--- config.mk ---
export PLATFORM = sky130hd
export DESIGN_NAME = mux16_scan_ctrl
export DESIGN_NICKNAME = d
export VERILOG_FILES = /design/src/rtl/mux16_scan_ctrl.sv
export SDC_FILE = /design/constraint.sdc
export NUM_CORES = 1
export LEC_CHECK = 0
export CORE_MARGIN = 2
export CORE_UTILIZATION = 25
export DETAILED_ROUTE_END_ITERATION = 10
export PLACE_DENSITY = 0.52
export SETUP_SLACK_MARGIN = 0.2
export SLEW_MARGIN = 20
export SYNTH_ARGS = -nofsm -noshare
export SYNTH_HDL_FRONTEND = slang
export SYNTH_SLANG_ARGS = --single-unit
--- constraint.sdc ---
create_clock -name clk -period 2.4 [get_ports clk]
set_input_delay 0.36 -clock clk [delete_from_list [all_inputs] [get_ports clk]]
set_output_delay 0.36 -clock clk [all_outputs]
set_load 0.02 [all_outputs]
--- src/rtl/mux16_scan_ctrl.sv ---
// mux16_scan_ctrl: steps a 16:1 mux through its channels, settles, samples each
// enabled channel into a snapshot and hands it off over valid/ready.
module mux16_scan_ctrl #(
    parameter int SETTLE = 2
) (
    input  logic        clk,
    input  logic        rst,
    input  logic        start,
    input  logic [15:0] mask,
    input  logic        mux_in,
    input  logic        ready,
    output logic [3:0]  sel,
    output logic        busy,
    output logic [15:0] snapshot,
    output logic        valid,
    output logic [7:0]  scan_count
);
    typedef enum logic [2:0] {S_IDLE, S_SELECT, S_SETTLE, S_CAPTURE, S_DONE} state_t;
    localparam logic [3:0] SET = SETTLE[3:0];
    state_t      state;
    logic [15:0] mask_q;
    logic [3:0]  ch;
    logic [3:0]  cnt;
    assign sel = ch;
    always_ff @(posedge clk) begin
        if (rst) begin
            state      <= S_IDLE;
            mask_q     <= '0;
            ch         <= '0;
            cnt        <= '0;
            busy       <= 1'b0;
            snapshot   <= '0;
            valid      <= 1'b0;
            scan_count <= '0;
        end else begin
            case (state)
                S_IDLE: if (start) begin
                    mask_q   <= mask;
                    ch       <= '0;
                    snapshot <= '0;
                    busy     <= 1'b1;
                    state    <= S_SELECT;
                end
                S_SELECT: if (!mask_q[ch]) begin
                    if (ch == 4'd15) begin
                        state <= S_DONE;
                        valid <= 1'b1;
                    end else begin
                        ch <= ch + 4'd1;
                    end
                end else begin
                    cnt   <= SET;
                    state <= (SETTLE == 0) ? S_CAPTURE : S_SETTLE;
                end
                S_SETTLE: begin
                    cnt <= cnt - 4'd1;
                    if (cnt == 4'd1) state <= S_CAPTURE;
                end
                S_CAPTURE: begin
                    snapshot[ch] <= mux_in;
                    if (ch == 4'd15) begin
                        state <= S_DONE;
                        valid <= 1'b1;
                    end else begin
                        ch    <= ch + 4'd1;
                        state <= S_SELECT;
                    end
                end
                S_DONE: if (ready) begin
                    valid      <= 1'b0;
                    busy       <= 1'b0;
                    scan_count <= scan_count + 8'd1;
                    state      <= S_IDLE;
                end
                default: state <= S_IDLE;
            endcase
        end
    end
endmodule

==> metrics.txt, run 1 <==
status=finished, final reports clean; Area Overhead vs Synth=28.1%; Max Clk Rate=0.489 GHz; synthesis warning total=0; nets=382; share of the synthesized area in the top cell type=0.421; crit-path max FO=12; Setup WS post-layout=0.356 ns; Slowest-stage cell, CP=clkdlybuf4s50_1; Final setup viols=0; DP HPWL=4420 microns; Synth area leader=dfxtp_1; layout cells sized above 1=0.0789; Worst R2R End=valid$_SDFFE_PP0P_; Max stage delay on crit path=0.73 ns; DR vias=2228; post-synthesis sequential area ratio=0.421; global-route wire length before repair=~10000 microns; GRT Overall Usage=0.113; area of the multi-input gates=1340 sq um; Rel. slew slack=0.516; peak supply drop=0.224 mV; Post-CTS Setup Repair Bufs=0; synthesized area=2520 sq um; worst path cell trace=clkdlybuf4s50_1; clk root buf=clkbuf_8; Initial DRC Count=107; hold slack=around 0.46 ns; syn_area_per_cell=8.10 sq um; startpoint types=flip-flop; CTS tree=yes; row cnt=36; Sink Count=53; largest cells by area after synthesis=dfxtp_1, a21oi_1, nand2_1; die height=roughly 100 microns; Hold Vio Cnt, Final=0; Syn Inst Count=311; remaining global-route overflow=0; Syn Nets=339; CP required=~2 ns; PD cells=546 nW/um^2; ant diodes=0; Commonest cells post-synth=nand2_1, dfxtp_1, a21oi_1, nor2_1, o21ai_0; clk buf depth=2; CTS H-tree depth=2; # IOs=51; drt first pass iters=5; initial antenna violation count=0; clk_lat worst skew=0.31 ns; Slew Viols, Final=0; Reg area=between 1000 and 1500 sq um; FF-to-FF Start=sel[1]$_SDFFE_PP0P_; Post-synth EDFFs=0; WL per Instance=12.4 microns; fin crit share=0.852; ys flop type=dfxtp_1; pin count of the biggest net entering global routing=25; CTS resizes=0; WP buf/inv=1; Area after DPL=3140 sq um; final instance area=3230 sq um; Reg2Reg Depth=5; Arr. time, crit path=1.68 ns; drt drc=0; minimum clock period after layout=2.04 ns; static leakage=between 1 and 1.5 nW; number of global-route vias before repair=2134; clock skew=approximately 0.012 ns; delay-heaviest family, CP=buffers and inverters; PortBufs=50; HP Class=flip-flop to flip-flop; Layout fillers=about 1100; global placement routability congestion=0.819; Cell Count, Final, Fillers Out=488; Critical Path Stages=1; die area=10900 sq um; Post-Route WL=6060 microns; Clock transition at path regs=0.10 ns; Max-Cap Viols=0; Yosys cell types=47; CP Capture Type=output port; cts hold-fix bufs=0; placed instance count=480; setup TNS=0 ns; core region area=9770 sq um; Worst Max-Slew Pin Slew=just over 0.7 ns; HP Start=mask_q[11]$_SDFFE_PP0P_; CTS Buf Count=5; ys async rst share=0; Die Wd=104 microns; Initial Utilization=0.258; count leader, synth=nand2_1; Vias/cell=4.57; Setup crit start=sel[1]$_SDFFE_PP0P_; class of the most critical setup path=flip-flop to output port; pre-CTS setup slack=about 0.34 ns; ANT nets after route=0; CP endpoint=sel[1]; Yosys reg bits=53; flop-to-flop setup slack=0.41 ns; unrepaired setup endpoints after global routing=false
## worst min-delay path by stage
stage	end	slack [ns]	cells after the start
after global routing	mask_q[3]$_SDFFE_PP0P_	0.49	2
after detailed placement	mask_q[11]$_SDFFE_PP0P_	0.45	2
after CTS	mask_q[11]$_SDFFE_PP0P_	0.46	2
final	mask_q[11]$_SDFFE_PP0P_	0.46	2
after floorplan	mask_q[7]$_SDFFE_PP0P_	0.43	2
after global placement	mask_q[11]$_SDFFE_PP0P_	0.44	2
## logic make-up after synthesis
logic type	count (synthesis)	share of synthesized area
buf+inv	27	0.0477
mux	11	0.0452
xor+xnor	8	0.0278
fa+ha+maj	7	0.0348
flops	53	0.421
simple gates	122	0.234
compound gates	83	0.189
## power breakdown
| part | internal (mW) | leakage (nW) | switching (mW) | total, mW |
|---|---|---|---|---|
| clock network | 0.208 | 0.0445 | 0.302 | 0.510 |
| logic | 0.123 | 0.655 | 0.165 | 0.288 |
| registers | 0.925 | 0.430 | 0.0391 | 0.964 |
| total | 1.26 | 1.13 | 0.506 | 1.76 |
## sequential cells by signal (all words and copies together), names as in the netlist
| name | cells |
|---|---|
| snapshot | 16 |
| state | 3 |
| scan_count | 8 |
| valid | 1 |
| cnt | 4 |
| sel | 4 |
| busy | 1 |
| mask_q | 16 |
## stage by stage
stage	util	total power [mW]
after floorplan	-	1.17
after global placement	0.321	1.27
after detailed placement	0.321	1.27
after CTS	0.330	1.78
after global routing	0.330	1.86
final	0.330	1.76
## final cells by class
class / instances / area share
clock buffers: 5 / 0.0213
clock inverters: 3 / 0.00659
inverters: 6 / 0.00698
multi-input cells: 231 / 0.415
flip-flops and latches: 53 / 0.329
well taps: 133 / 0.0516
repair buffers: 57 / 0.170
## cell usage in the layout (no fill, tap or decap), types with 2 or more instances in the layout
| cell type | count |
|---|---|
| and2_1 | 7 |
| clkbuf_8 | 5 |
| nor2b_1 | 5 |
| o21ai_0 | 18 |
| xor2_1 | 5 |
| a21oi_1 | 51 |
| nand3b_1 | 2 |
| ha_1 | 7 |
| a31oi_1 | 2 |
| dfxtp_1 | 53 |
| nand2b_1 | 4 |
| nand4_1 | 4 |
| mux2_2 | 2 |
| a211oi_1 | 4 |
| nand2_1 | 57 |
| and3_1 | 2 |
| nor4_1 | 2 |
| mux2i_1 | 8 |
| nor2_1 | 19 |
| nand3_1 | 3 |
| inv_1 | 6 |
| clkdlybuf4s50_1 | 49 |
| buf_4 | 7 |
| xnor2_1 | 3 |
| or3_1 | 6 |
## per-layer routing
metal / vias up / track usage / wire (microns)
met1: 1021 / 0.147 / 2930
li1: 1146 / - / -
met4: 0 / 0.0386 / 111
met3: 13 / 0.0207 / 228
met2: 48 / 0.186 / 2790
met5: - / 0 / 0
No activity file was read; power rests on OpenSTA's default activity.
==> run 2, diff against run 1 <==
- CORE_MARGIN: 2 -> default
- PLACE_DENSITY: 0.52 -> default
- PLACE_DENSITY_LB_ADDON: default -> 0.25
==> run 2 against run 1 <==
Total power grew 4.1%; final cell count shrank 0.41%; combinational power is essentially flat; global-route usage grew 1.2 points; sequential power is essentially flat; setup slack gained 0.014 ns; largest power group unchanged.
==> metrics.txt, run 2 (synthesis gave the netlist of run 1 again) <==
crit-path max FO=10; remaining global-route overflow=0; ANT nets after route=0; Rel. slew slack=0.542; CTS resizes=0; Arr. time, crit path=1.67 ns; cts hold-fix bufs=0; Vias/cell=4.46; Tot Pwr=approximately 1.8 mW; peak supply drop=between 0.2 and 0.3 mV; DR vias=2169; layout cells sized above 1=0.0737; Hold Vio Cnt, Final=0; met2 GRT Util=0.200; CP required=2.04 ns; Slew Viols, Final=0; unrepaired setup endpoints after global routing=false; most frequent cells in the layout=nand2_1, dfxtp_1, a21oi_1; hold slack=0.456 ns; clk_lat worst skew=~0.31 ns; global placement routability congestion=0.742; number of global-route vias before repair=2132; Initial Utilization=0.258; initial antenna violation count=0; die area=10500 sq um; ant diodes=0; Die Wd=102 microns; pin count of the biggest net entering global routing=31; Post-Route WL=5980 microns; Layout fillers=approximately 1000; Max-Cap Viols=0; CTS H-tree depth=2; setup TNS=0 ns; area of the multi-input gates=around 1300 sq um; CP Capture Type=output port; die height=102 microns; drt drc=0; met1 usage=0.162; Top Registers=mask_q: 16 flops, snapshot: 16 flops, scan_count: 8 flops; Worst Max-Slew Pin Slew=0.687 ns; GRT Overall Usage=0.125; Final setup viols=0; DP HPWL=4460 microns; Sink Count=53; CTS tree=yes; PortBufs=50; # IOs=51; HP Class=flip-flop to flip-flop; clk root buf=clkbuf_8; Area Overhead vs Synth=28.3%; Most Crowded Layer GR=met2; clk buf depth=2; core region area=9770 sq um; Reg area=~1100 sq um; Initial DRC Count=55; CTS Buf Count=5; status=finished, final reports clean; fin crit share=0.846; drt first pass iters=4; Clock transition at path regs=0.10 ns; row cnt=36; Post-CTS Setup Repair Bufs=0; most common cell after layout, fill and taps aside=nand2_1; Max Clk Rate=just under 0.5 GHz; grt met3 use=0.0274; minimum clock period after layout=slightly above 2 ns; PD cells=567 nW/um^2; clock skew=0.0122 ns; static leakage=1.13 nW; global-route wire length before repair=10200 microns; startpoint types=flip-flop; WL per Instance=12.3 microns; class of the most critical setup path=flip-flop to output port; nets=381
run 2: changes by cell type in the layout (fill, tap and decap cells not counted), sizes merged:
cell | before | now
buf | 8 | 7
inv | 7 | 6
bufinv | 0 | 1
clkinvlp | 1 | 0
run 2: metal layers:
layer / share of wire / vias up
met3: 0.044 / 6
met1: 0.49 / 979
met5: 0 / -
met2: 0.45 / 39
li1: - / 1145
met4: 0.016 / 0
run 2: cell type report:
cell class,count,share of cell area
clock inverters,2,0.0108
multi-input cells,231,0.414
flip-flops and latches,53,0.328
repair buffers,56,0.167
well taps,133,0.0515
inverters,6,0.00697
clock buffers,5,0.0213
run 2: critical path, cell delays in order, from the launching register on:
cell,delay (ns)
dfxtp_1,0.46
buf_4,0.24
clkdlybuf4s50_1,0.65
run 2: power by group:
part / leakage [nW] / internal, mW / switching (mW)
logic: 0.650 / 0.122 / 0.164
clock network: 0.0540 / 0.304 / 0.281
registers: 0.430 / 0.924 / 0.0376
run 2: through the flow:
stage	std cells	setup slack [ns]	utilization	cell area [sq um]
after floorplan	311	0.595	-	2520
after global placement	479	0.343	0.320	3130
after detailed placement	479	0.337	0.320	3130
after CTS	486	0.357	0.331	3230
after global routing	486	0.288	0.331	3230
final	486	0.370	0.331	3230
run 2: worst paths after layout:
check / startpoint / to / slack [ns] / depth (start not counted)
worst max register to register: sel[1]$_SDFFE_PP0P_ / cnt[2]$_SDFFE_PP0P_ / 0.43 / 6
worst min register to register: mask_q[3]$_SDFFE_PP0P_ / mask_q[3]$_SDFFE_PP0P_ / 0.46 / 2
worst min-delay path: mask_q[3]$_SDFFE_PP0P_ / mask_q[3]$_SDFFE_PP0P_ / 0.46 / 2
worst max-delay path: sel[1]$_SDFFE_PP0P_ / sel[1] / 0.37 / 2
==> run 3, diff against run 2 <==
- clock period: 2.4 -> 1.6 ns (I/O delays scaled with it)
==> run 3 against run 2 <==
The run now ends with setup timing left; die area is the same; via count grew 7.5%; first-iteration DRC count grew 51%; critical path type is now flip-flop to flip-flop; clock skew shrank 0.0028 ns.
==> metrics.txt, run 3 (synthesis gave the netlist of run 1 again) <==
Sink Count=53; clk buf depth=2; Hold Vio Cnt, Final=0; die area=approximately 10000 sq um; CTS tree=yes; HP Class=primary input to flip-flop; most common cell after layout, fill and taps aside=nand2_1; minimum clock period after layout=1.72 ns; GRT Overall Usage=0.125; initial antenna violation count=0; Rel. slew slack=0.718; Slowest-stage cell, CP=or4_4; Slew Viols, Final=0; Initial Utilization=0.258; status=finished with violations; Area Overhead vs Synth=44.3%; nets=415; Top Registers=mask_q: 16 flops, snapshot: 16 flops, scan_count: 8 flops; setup TNS=-0.834 ns; static leakage=about 1.5 nW; DP HPWL=4660 microns; most frequent cells in the layout=nand2_1, a21oi_1, dfxtp_1; Max stage delay on crit path=0.54 ns; core region area=approximately 9800 sq um; placed instance count=506; pre-CTS setup slack=-0.254 ns; Cell Count, Final, Fillers Out=521; Initial DRC Count=83; CTS H-tree depth=2; startpoint types=flip-flop; pin count of the biggest net entering global routing=25; ant diodes=0; CP required=between 1.5 and 2 ns; layout cells sized above 1=0.242; DR vias=2331; clock skew=about 0.0094 ns; die height=102 microns; unrepaired setup endpoints after global routing=true; fin crit share=1.08; number of global-route vias before repair=around 2100; Layout fillers=1069; Vias/cell=4.47; worst path cell trace=buf_6 -> mux2i_1 -> and2_4 -> or4_4 -> a21oi_4 -> o31ai_1; Post-Route WL=6450 microns; clk_lat worst skew=between 0.3 and 0.4 ns; Final setup viols=10; Max-Cap Viols=0; PortBufs=50; peak supply drop=0.358 mV; CP Capture Type=flip-flop; class of the most critical setup path=flip-flop to flip-flop; global-route wire length before repair=10100 microns; Worst Max-Slew Pin Slew=0.423 ns; Arr. time, crit path=1.90 ns; clk root buf=clkbuf_8; remaining global-route overflow=0; # IOs=51; Setup WS post-layout=-0.122 ns; global placement routability congestion=just under 0.8; Die Wd=102 microns; cts hold-fix bufs=0; CTS Buf Count=5; row cnt=36; PD cells=801 nW/um^2; ANT nets after route=0; drt drc=0; failing checks=setup timing; drt first pass iters=6; WL per Instance=12.4 microns; Max Clk Rate=0.581 GHz; Clock transition at path regs=0.10 ns; crit-path max FO=6
run 3: cell count changes in the layout (fill, tap and decap cells not counted), sizes merged:
cell	previous run	this run
and2	10	11
buf	7	40
clkbuf	5	8
clkdlybuf4s15	0	2
clkdlybuf4s50	49	19
dlygate4sd2	0	26
run 3: worst max-delay path: cells and delay by family, from the launching register on:
family                 cells  cell delay (ns)
buffers and inverters      1             0.13
flip-flops                 1             0.38
multiplexers               1             0.11
AO/OA/AOI/OAI              2             0.30
AND/OR/NAND/NOR            2             0.68
run 3: layout make-up:
cell class                      count  area (sq um)  area share
Clock buffer                        6          72.6      0.0200
Clock inverter                      2          38.8      0.0107
Inverter                            6          22.5     0.00619
Multi-Input combinational cell    232          1500       0.411
Sequential cell                    53          1070       0.295
Tap cell                          133           166      0.0458
Timing Repair Buffer               89           768       0.211
run 3: where the power goes:
part | leakage (nW) | switching [mW] | internal [mW]
clock | 0.0554 | 0.435 | 0.470
combinational | 0.982 | 0.292 | 0.270
sequential | 0.434 | 0.0579 | 1.39
total | 1.47 | 0.785 | 2.13
run 3: path summary, 6_finish.rpt:
kind | from | endpoint | slack, ns | cells after the start
hold / removal | rst | scan_count[5]$_SDFFE_PP0P_ | 0.34 | 2
setup reg to reg | sel[1]$_SDFFE_PP0P_ | cnt[2]$_SDFFE_PP0P_ | -0.12 | 6
setup / recovery | sel[1]$_SDFFE_PP0P_ | cnt[2]$_SDFFE_PP0P_ | -0.12 | 6
hold reg to reg | mask_q[13]$_SDFFE_PP0P_ | mask_q[13]$_SDFFE_PP0P_ | 0.46 | 2
run 3: metrics by stage:
| stage | hold slack, ns | total power, mW | area (sq um) | utilization |
|---|---|---|---|---|
| global route | 0.354 | 3.07 | 3640 | 0.372 |
| global placement | 0.446 | 1.98 | 3380 | 0.346 |
| floorplan | 0.376 | 1.79 | 2580 | - |
| detailed placement | 0.448 | 1.98 | 3380 | 0.346 |
| CTS | 0.333 | 2.92 | 3570 | 0.365 |
| finish | 0.344 | 2.91 | 3640 | 0.372 |
run 3: layer usage:
metal,vias to the layer above,global-route usage,share of wire
met4,0,0.0571,0.024
met5,-,0,0
met2,38,0.213,0.48
met1,1069,0.154,0.47
li1,1216,-,-
met3,8,0.0212,0.030
run 3: what timing repair did:
action	4_1_cts	5_1_grt
cloned	0	2
buffers inserted	3	2
pin swaps	7	8
endpoints found under the setup margin	81	45
gates resized for setup	54	22
